<file path="config.mk">
export PLATFORM = sky130hd
export DESIGN_NAME = sdram_access_arbiter
export DESIGN_NICKNAME = d
export VERILOG_FILES = /design/src/rtl/sdram_access_arbiter.sv
export SDC_FILE = /design/constraint.sdc
export NUM_CORES = 1
export LEC_CHECK = 0
export CORE_ASPECT_RATIO = 1.1
export CORE_MARGIN = 4
export CORE_UTILIZATION = 36
export DETAILED_ROUTE_END_ITERATION = 8
export GPL_TIMING_DRIVEN = 0
export HOLD_SLACK_MARGIN = 0.02
export PLACE_DENSITY = 0.87
export SYNTH_ARGS = -nofsm -noshare
export SYNTH_HDL_FRONTEND = slang
export SYNTH_SLANG_ARGS = --single-unit
</file>
<file path="constraint.sdc">
create_clock -name iCLK -period 4.5 [get_ports iCLK]
set_input_delay 0.675 -clock iCLK [delete_from_list [all_inputs] [get_ports iCLK]]
set_output_delay 0.675 -clock iCLK [all_outputs]
set_load 0.01 [all_outputs]
</file>
<file path="src/rtl/sdram_access_arbiter.sv">
// Two-port arbiter in front of the SDRAM controller: port A (VGA line reads, priority,
// outstanding-read limited) and port B (frame upload writes), with bounded grant lengths.
module sdram_access_arbiter #(
  parameter int ADDR_W      = 25,
  parameter int DATA_W      = 16,
  parameter int A_MAX_BEATS = 512,
  parameter int B_MAX_BEATS = 16,
  parameter int MAX_PENDING = 8
) (
  input  logic              iCLK,
  input  logic              iRST,
  input  logic              iA_RD_EN,
  input  logic [ADDR_W-1:0] iA_RD_ADDR,
  output logic              oA_WAIT_REQUEST,
  output logic [DATA_W-1:0] oA_RD_DATA,
  output logic              oA_RD_DATAVALID,
  input  logic              iB_WR_EN,
  input  logic [ADDR_W-1:0] iB_WR_ADDR,
  input  logic [DATA_W-1:0] iB_WR_DATA,
  output logic              oB_WAIT_REQUEST,
  output logic              oSDRAM_RD,
  output logic              oSDRAM_WR,
  output logic [ADDR_W-1:0] oSDRAM_ADDR,
  output logic [DATA_W-1:0] oSDRAM_WDATA,
  input  logic              iSDRAM_WAIT_REQUEST,
  input  logic [DATA_W-1:0] iSDRAM_RD_DATA,
  input  logic              iSDRAM_RD_DATAVALID,
  output logic [1:0]        oGRANT,
  output logic [3:0]        oPENDING_RD
);

  typedef enum logic [1:0] {
    ST_IDLE    = 2'd0,
    ST_GRANT_A = 2'd1,
    ST_GRANT_B = 2'd2,
    ST_SWITCH  = 2'd3
  } state_t;

  localparam logic [9:0] A_MAX    = 10'(A_MAX_BEATS);
  localparam logic [9:0] B_MAX    = 10'(B_MAX_BEATS);
  localparam logic [3:0] PEND_MAX = 4'(MAX_PENDING);

  state_t      state_q, state_d;
  logic        target_b_q, target_b_d;
  logic [9:0]  beat_q, beat_d;
  logic [3:0]  pending_q, pending_d;

  logic        throttle;
  logic [9:0]  beat_sat;
  logic        a_acc, b_acc;
  logic        sdram_rd, sdram_wr;
  logic [ADDR_W-1:0] sdram_addr;
  logic [DATA_W-1:0] sdram_wdata;
  logic        a_wait, b_wait;
  logic [1:0]  grant;

  assign throttle = (pending_q == PEND_MAX);
  assign beat_sat = (beat_q == 10'h3FF) ? beat_q : beat_q + 10'd1;

  always_ff @(posedge iCLK) begin
    if (iRST) begin
      state_q    <= ST_IDLE;
      target_b_q <= 1'b0;
      beat_q     <= '0;
      pending_q  <= '0;
    end else begin
      state_q    <= state_d;
      target_b_q <= target_b_d;
      beat_q     <= beat_d;
      pending_q  <= pending_d;
    end
  end

  always_comb begin
    state_d     = state_q;
    target_b_d  = target_b_q;
    beat_d      = beat_q;
    pending_d   = pending_q;
    sdram_rd    = 1'b0;
    sdram_wr    = 1'b0;
    sdram_addr  = '0;
    sdram_wdata = '0;
    a_wait      = 1'b1;
    b_wait      = 1'b1;
    grant       = 2'b00;
    a_acc       = 1'b0;
    b_acc       = 1'b0;

    case (state_q)
      ST_IDLE: begin
        beat_d = '0;
        if (iA_RD_EN) begin
          state_d = ST_GRANT_A;
        end else if (iB_WR_EN) begin
          state_d = ST_GRANT_B;
        end
      end

      ST_GRANT_A: begin
        grant    = 2'b01;
        sdram_rd = iA_RD_EN && !throttle;
        if (sdram_rd) begin
          sdram_addr = iA_RD_ADDR;
        end
        a_wait = throttle || iSDRAM_WAIT_REQUEST;
        a_acc  = sdram_rd && !iSDRAM_WAIT_REQUEST;
        if (a_acc) begin
          beat_d = beat_sat;
        end
        // Forced hand-over only on an accepted beat, so no pending command is dropped.
        if (!iA_RD_EN) begin
          if (iB_WR_EN) begin
            state_d    = ST_SWITCH;
            target_b_d = 1'b1;
          end else begin
            state_d = ST_IDLE;
          end
        end else if (a_acc && (beat_sat == A_MAX) && iB_WR_EN) begin
          state_d    = ST_SWITCH;
          target_b_d = 1'b1;
        end
      end

      ST_GRANT_B: begin
        grant    = 2'b10;
        sdram_wr = iB_WR_EN;
        if (sdram_wr) begin
          sdram_addr  = iB_WR_ADDR;
          sdram_wdata = iB_WR_DATA;
        end
        b_wait = iSDRAM_WAIT_REQUEST;
        b_acc  = sdram_wr && !iSDRAM_WAIT_REQUEST;
        if (b_acc) begin
          beat_d = beat_sat;
        end
        if (!iB_WR_EN) begin
          if (iA_RD_EN) begin
            state_d    = ST_SWITCH;
            target_b_d = 1'b0;
          end else begin
            state_d = ST_IDLE;
          end
        end else if (b_acc && (beat_sat == B_MAX) && iA_RD_EN) begin
          state_d    = ST_SWITCH;
          target_b_d = 1'b0;
        end
      end

      ST_SWITCH: begin
        beat_d  = '0;
        state_d = target_b_q ? ST_GRANT_B : ST_GRANT_A;
      end

      default: begin
        state_d = ST_IDLE;
      end
    endcase

    // A simultaneous issue and return leave the outstanding count unchanged.
    case ({a_acc, iSDRAM_RD_DATAVALID})
      2'b10:   pending_d = pending_q + 4'd1;
      2'b01:   pending_d = (pending_q != 4'd0) ? pending_q - 4'd1 : pending_q;
      default: pending_d = pending_q;
    endcase
  end

  assign oSDRAM_RD       = sdram_rd;
  assign oSDRAM_WR       = sdram_wr;
  assign oSDRAM_ADDR     = sdram_addr;
  assign oSDRAM_WDATA    = sdram_wdata;
  assign oA_WAIT_REQUEST = a_wait;
  assign oB_WAIT_REQUEST = b_wait;
  assign oGRANT          = grant;
  assign oPENDING_RD     = pending_q;
  assign oA_RD_DATA      = iSDRAM_RD_DATA;
  assign oA_RD_DATAVALID = iSDRAM_RD_DATAVALID;

  // b_acc only feeds the beat counter; keep it referenced for clarity of intent.
  logic unused_ok;
  assign unused_ok = b_acc;

endmodule

</file>
==> Flow_metrics.wiki, run 1 <==
{| class="wikitable"
! Metric !! Value
|-
| Post-synthesis sequential element count || 17
|-
| Half-perimeter wire length after placement || 5930 um
|-
| Post-cts hold buffer count || 0
|-
| Post-detailed-route DRC marker count || 0
|-
| Number of antenna cells inserted || 0
|-
| Area of the core region || 0.00536 sq mm
|-
| Starting density of the core || 36.8%
|-
| Crit-path max FO || 10
|-
| Pwr dens || 330 mW/mm^2
|-
| Distinct cell type count of the synthesized netlist || 58
|-
| Area share of the leading cell type in the synthesized netlist || 17.3%
|-
| Global routing usage summed across all routing layers || 20.2%
|-
| Number of cells produced by synthesis || 263
|-
| Fraction of layout cells with a size suffix above 1 || 8.89%
|-
| Overall Power || 1.15 mW
|-
| Run status || completed
|-
| Area overhead of the layout relative to synthesis || 77.1%
|-
| Number of setup violations in the final report || 0
|-
| Most frequent standard cell in the layout excluding fill and tap cells || clkdlybuf4s50_1
|-
| Category of the critical setup timing path || in -> out
|-
| Maximum frequency from static timing analysis || 0.269 GHz
|-
| Largest net degree at the start of global routing || 11
|-
| Number of buffers inserted by post-CTS setup repair || 0
|-
| Endpoints failing hold || 0
|-
| Final count of pins violating max slew || 0
|-
| Synthesized area divided by synthesized cell count || 7.50 sq um
|-
| Remaining max-slew budget at the tightest pin || 45.9%
|-
| Actual transition at the worst max-transition pin || 0.812 ns
|-
| Number of clock sinks || 17
|-
| Post-synth top area cell || dfxtp_1
|-
| Critical Path RT || 3.83 ns
|-
| Final period util || 82.6%
|-
| Clock buffer count from CTS || 3
|-
| Total wirelength of the detailed-routed design || 7170 um
|-
| Largest vdd supply drop || 0.198 mV
|-
| Share of async-settable or async-resettable flops after synthesis || 0%
|-
| Cells taking the most area after synthesis || dfxtp_1 (17%), a22oi_1 (9.9%), nor2b_1 (8.9%)
|-
| Cell row count || 28
|-
| Number of resized instances in the post-cts repair step || 0
|-
| Post-Syn Nets || 360
|-
| Fillcell total || 490
|-
| RSZ-0062 raised after global routing || false
|-
| Period minus WS final || 3.72 ns
|-
| Synth Cell Area || 0.00197 sq mm
|-
| Number of nets with antenna violations after detailed routing || 0
|-
| Post-synth EDFFs || 0
|-
| CTS clock-pin slew for the worst setup and hold paths || 0.06 ns
|-
| Setup TNS after final layout || 0 ns
|-
| Arrival time at the worst endpoint || 3.04 ns
|-
| TritonRoute pass-1 iters || 4
|-
| Leak || 1.27 nW
|-
| Final routed wire length divided by cell count || 14.9 um
|-
| Met1 usage || 22.4%
|-
| Flip-flop cell with the highest count after synthesis || dfxtp_1
|-
| Largest buffer count on any clock path || 2
|-
| Initial antenna violation count || 0
|-
| Root Buffer Master || clkbuf_8
|-
| Seq/Total Area, Yosys || 17.3%
|-
| Count of max-cap constraint violations || 0
|-
| Via count || 2550
|-
| Met3 GRT Util || 5.99%
|-
| CTS tree || yes
|-
| Drt first-iter violations || 172
|-
| Yosys warns || 0
|-
| Grt met2 use || 36.8%
|-
| Finished Core Util || 65.1%
|-
| Global-route wire length before repair || 11100 um
|-
| Worst-Skew Late Latency || 0.26 ns
|-
| Die height || 85.6 um
|-
| Vias in the first global route || 2372
|-
| Most used cells in the layout excluding fill and tap cells || clkdlybuf4s50_1 (138), nor2b_1 (28), a22oi_1 (26), buf_4 (18)
|-
| Width of the chip || 78.6 um
|-
| H-tree levels || 1
|-
| Busiest metal layer after global routing || met2
|-
| Grt total ovfl || 0
|-
| Die outline area || 0.00673 sq mm
|-
| Net count of the finished layout || 503
|-
| Number of vias per cell || 5.31
|-
| Category of the worst setup path capture point || primary output
|-
| Startpoint kind of the worst setup timing path || input pin
|-
| Clock skew || 0.000769 ns
|-
| Boundary pin count || 156
|-
| Path class of the lowest-slack min-delay path || reg -> reg
|-
| Number of buffers added on ports || 138
|-
| Weighted congestion reported at the end of routability-driven placement || 0.892
|}
-- final timing paths --
path	cells past startpoint	to	slack [ns]	from
worst max register to register	11	oPENDING_RD[3]	1.93	oPENDING_RD[0]
worst min register to register	2	state_q[1]	0.52	state_q[1]
worst min-delay path	2	state_q[1]	0.52	state_q[1]
worst max-delay path	8	oSDRAM_ADDR[19]	0.78	iB_WR_EN
-- sequential cells by signal (all words and copies together) (netlist names) --
name,cells
beat_q,10
oPENDING_RD,4
state_q,2
target_b_q,1
-- cells in the mapped netlist (2+ instances only) --
cell and count:
and2_1 2, nor2b_1 28, a21oi_1 13, and3_2 2
o21ai_0 7, a211oi_1 8, a22oi_1 26, nor4_1 2
clkbuf_1 15, nor3_1 6, nand2b_1 8, nand2_1 16
inv_1 8, dfxtp_1 17, nand3_1 5, nor2_1 14
buf_4 18, a31oi_1 2, and3_1 17, ha_1 8
mux2i_1 3, nand3_2 2
-- metal layers --
layer | share of wire (%) | wire length [um]
met1 | 37 | 2650
met2 | 50 | 3580
met3 | 12 | 830
met4 | 1.5 | 106
met5 | 0 | 0
-- critical path: stages --
cell,delay (ns)
clkdlybuf4s50_1,0.50
clkbuf_1,0.31
nand2_1,0.12
clkinv_1,0.18
buf_1,0.39
a22oi_1,0.17
nor2b_1,0.15
clkdlybuf4s50_1,0.55
-- report_power, final --
group / switching (mW) / internal, mW
Combinational: 0.401 / 0.416
Sequential: 0.0388 / 0.179
Clock: 0.0543 / 0.0630
Total: 0.494 / 0.659
-- cells by family after synthesis --
logic type / after synthesis / share of synthesized area (%)
fa+ha+maj: 9 / 6.09
mux: 3 / 1.52
simple gates: 113 / 34.1
flops: 17 / 17.3
compound gates: 75 / 28.2
buf+inv: 44 / 11.9
xor+xnor: 2 / 0.888
-- per-stage QoR --
step | worst slack [ns] | instances | hold slack (ns) | instance area (sq um)
global placement | 0.784 | 476 | 0.502 | 3450
finish | 0.782 | 480 | 0.525 | 3490
global route | 0.534 | 480 | 0.559 | 3490
floorplan | 2.05 | 263 | 0.469 | 1970
detailed placement | 0.755 | 476 | 0.514 | 3450
CTS | 0.752 | 480 | 0.527 | 3490
-- layout make-up --
class	instances	area, sq um	area share [%]
Timing Repair Buffer	138	1380	39.6
Tap cell	75	93.8	2.69
Multi-Input combinational cell	202	1400	40.0
Buffer	35	200	5.73
Sequential cell	17	340	9.75
Clock buffer	4	45.0	1.29
Inverter	9	33.8	0.967
Note: power is estimated with default switching activity, not from simulation.
==> inputs of run 2 (changes only) <==
- CORE_UTILIZATION: 36 -> 31
- PLACE_DENSITY: 0.87 -> 0.79
- clock period: 4.5 -> 3.05 ns (I/O delays scaled with it)
==> Flow_metrics.wiki, run 2 (synthesis gave the netlist of run 1 again) <==
{| class="wikitable"
! Metric !! Value
|-
| Run status || completed
|-
| Number of buffers added on ports || 138
|-
| Global-route wire length before repair || 12100 um
|-
| Die outline area || 0.00770 sq mm
|-
| Post-detailed-route DRC marker count || 0
|-
| Number of vias per cell || 5.15
|-
| RSZ-0062 raised after global routing || false
|-
| Half-perimeter wire length after placement || 6330 um
|-
| Most used cells in the layout excluding fill and tap cells || clkdlybuf4s50_1 (132), nor2b_1 (27), a22oi_1 (26), buf_4 (18)
|-
| Path class of the lowest-slack min-delay path || reg -> reg
|-
| Most frequent standard cell in the layout excluding fill and tap cells || clkdlybuf4s50_1
|-
| Net count of the finished layout || 502
|-
| Hold-critical path depth || 2
|-
| Number of setup violations in the final report || 0
|-
| Hold EP || target_b_q
|-
| Number of placed instances with taps included || 481
|-
| Die height || 91.6 um
|-
| Number of nets with antenna violations after detailed routing || 0
|-
| Boundary pin count || 156
|-
| Worst-Skew Late Latency || 0.26 ns
|-
| Cell with the biggest individual delay on the critical path || or4b_4
|-
| Final period util || 96.2%
|-
| Root Buffer Master || clkbuf_8
|-
| Worst R2R Setup Slack || 0.40 ns
|-
| TritonRoute pass-1 iters || 4
|-
| Largest register by flop count || beat_q
|-
| Startpoint kind of the worst setup timing path || flip-flop
|-
| Hold WS || 0.520 ns
|-
| Category of the worst setup path capture point || primary output
|-
| Final routed wire length divided by cell count || 16.1 um
|-
| Number of clock sinks || 17
|-
| Cell row count || 30
|-
| Endpoints failing hold || 0
|-
| Clock skew || 0.00210 ns
|-
| Setup TNS after final layout || 0 ns
|-
| Area of the core region || 0.00619 sq mm
|-
| Reg-to-reg critical path endpoint || beat_q[0]
|-
| Pwr dens || 491 mW/mm^2
|-
| Arrival time at the worst endpoint || 2.48 ns
|-
| Fraction of layout cells with a size suffix above 1 || 11.1%
|-
| Post-layout instance count excluding filler cells || 484
|-
| Maximum frequency from static timing analysis || 0.341 GHz
|-
| Placed Area || 0.00345 sq mm
|-
| Storage cell area || 340 sq um
|-
| Crit-path max FO || 10
|-
| Largest vdd supply drop || 0.313 mV
|-
| Drt first-iter violations || 171
|-
| Post-placement worst setup slack || -0.322 ns
|-
| Actual transition at the worst max-transition pin || 0.875 ns
|-
| Startpoint of the most critical register-to-register path || state_q[0]
|-
| Category of the critical setup timing path || reg -> out
|-
| Area taken by multi-input logic gates || 0.00141 sq mm
|-
| Fillcell total || 607
|-
| Total wirelength of the detailed-routed design || 7770 um
|-
| Leak || 1.39 nW
|-
| Overall Power || 1.73 mW
|-
| Period minus WS final || 2.93 ns
|-
| Starting density of the core || 31.8%
|-
| Global routing usage summed across all routing layers || 19.0%
|-
| Largest buffer count on any clock path || 2
|-
| Buf+Inv Stages, Crit Path || 3
|-
| Worst-case reg-to-reg path depth || 8
|-
| Origin of the worst setup path || oPENDING_RD[0]
|-
| Number of buffers inserted by post-CTS setup repair || 0
|-
| Family of cells with the greatest summed delay on the critical path || buffers and inverters
|-
| Top cell by count, worst path || clkbuf_4
|-
| Worst-case setup margin in the final layout || 0.116 ns
|-
| Clock buffer count from CTS || 3
|-
| Width of the chip || 84.0 um
|-
| Final count of pins violating max slew || 0
|-
| Critical Path RT || 2.59 ns
|-
| Number of antenna cells inserted || 0
|-
| Finished Core Util || 57.0%
|-
| Hold path startpoint || target_b_q
|-
| Count of max-cap constraint violations || 0
|-
| Remaining max-slew budget at the tightest pin || 41.7%
|-
| Via count || 2492
|-
| Vias in the first global route || 2455
|-
| H-tree levels || 1
|-
| Delay of the slowest cell on the worst path || 0.58 ns
|-
| Number of flip-flops in the largest register || 10
|-
| Area overhead of the layout relative to synthesis || 79.0%
|-
| Largest net degree at the start of global routing || 12
|-
| Initial antenna violation count || 0
|-
| Grt total ovfl || 0
|-
| Post-route cell area || 0.00353 sq mm
|-
| Weighted congestion reported at the end of routability-driven placement || 0.814
|-
| CTS clock-pin slew for the worst setup and hold paths || 0.07 ns
|-
| Post-cts hold buffer count || 0
|-
| Critical path, cell by cell || or4b_4 > nor2b_2 > clkbuf_4 > clkbuf_4 > a22oi_1 > nor2b_1 > clkdlybuf4s50_1
|-
| CTS tree || yes
|}
-- run 2: where the power goes --
part	total (mW)	internal, mW	switching, mW
Clock	0.175	0.0929	0.0823
Combinational	1.24	0.630	0.607
Sequential	0.320	0.265	0.0553
Total	1.73	0.987	0.745
-- run 2: per-layer routing --
metal	global-route usage, %	share of wire, %	vias up	routed length [um]
met5	0	0	-	0
met4	3.08	1.4	0	108
met3	3.86	5.8	12	450
met2	35.1	55	85	4240
met1	22.7	38	1169	2980
li1	-	-	1226	-
-- run 2: timing repair --
item | CTS | global route
setup endpoints to repair | 21 | 20
resized for setup | 7 | 15
hold endpoints to repair | 0 | 0
-- run 2: worst register-to-register path: cells and delay by family (launching register included) --
family / cells / cell delay, ns
and+or+nand+nor: 2 / 0.20
adders and majority gates: 1 / 0.24
buffers and inverters: 3 / 0.78
AOI/OAI and AO/OA: 2 / 0.90
DFF: 1 / 0.39
-- run 2: how the worst max path moves through the flow --
stage	end	slack, ns	depth (start not counted)
after global routing	oSDRAM_ADDR[19]	0.005	7
after global placement	oSDRAM_ADDR[21]	-0.29	8
after floorplan	oPENDING_RD[3]	0.73	11
after CTS	oSDRAM_ADDR[21]	0.0008	8
final	oSDRAM_ADDR[14]	0.12	7
after detailed placement	oSDRAM_ADDR[21]	-0.32	8
-- run 2: final cells by class --
type	instances	share of cell area [%]
inverter	9	0.957
multi-input combinational	202	39.8
sequential	17	9.64
tap	80	2.84
clock buffer	4	1.28
buffer	34	5.99
timing repair buffer	138	39.5
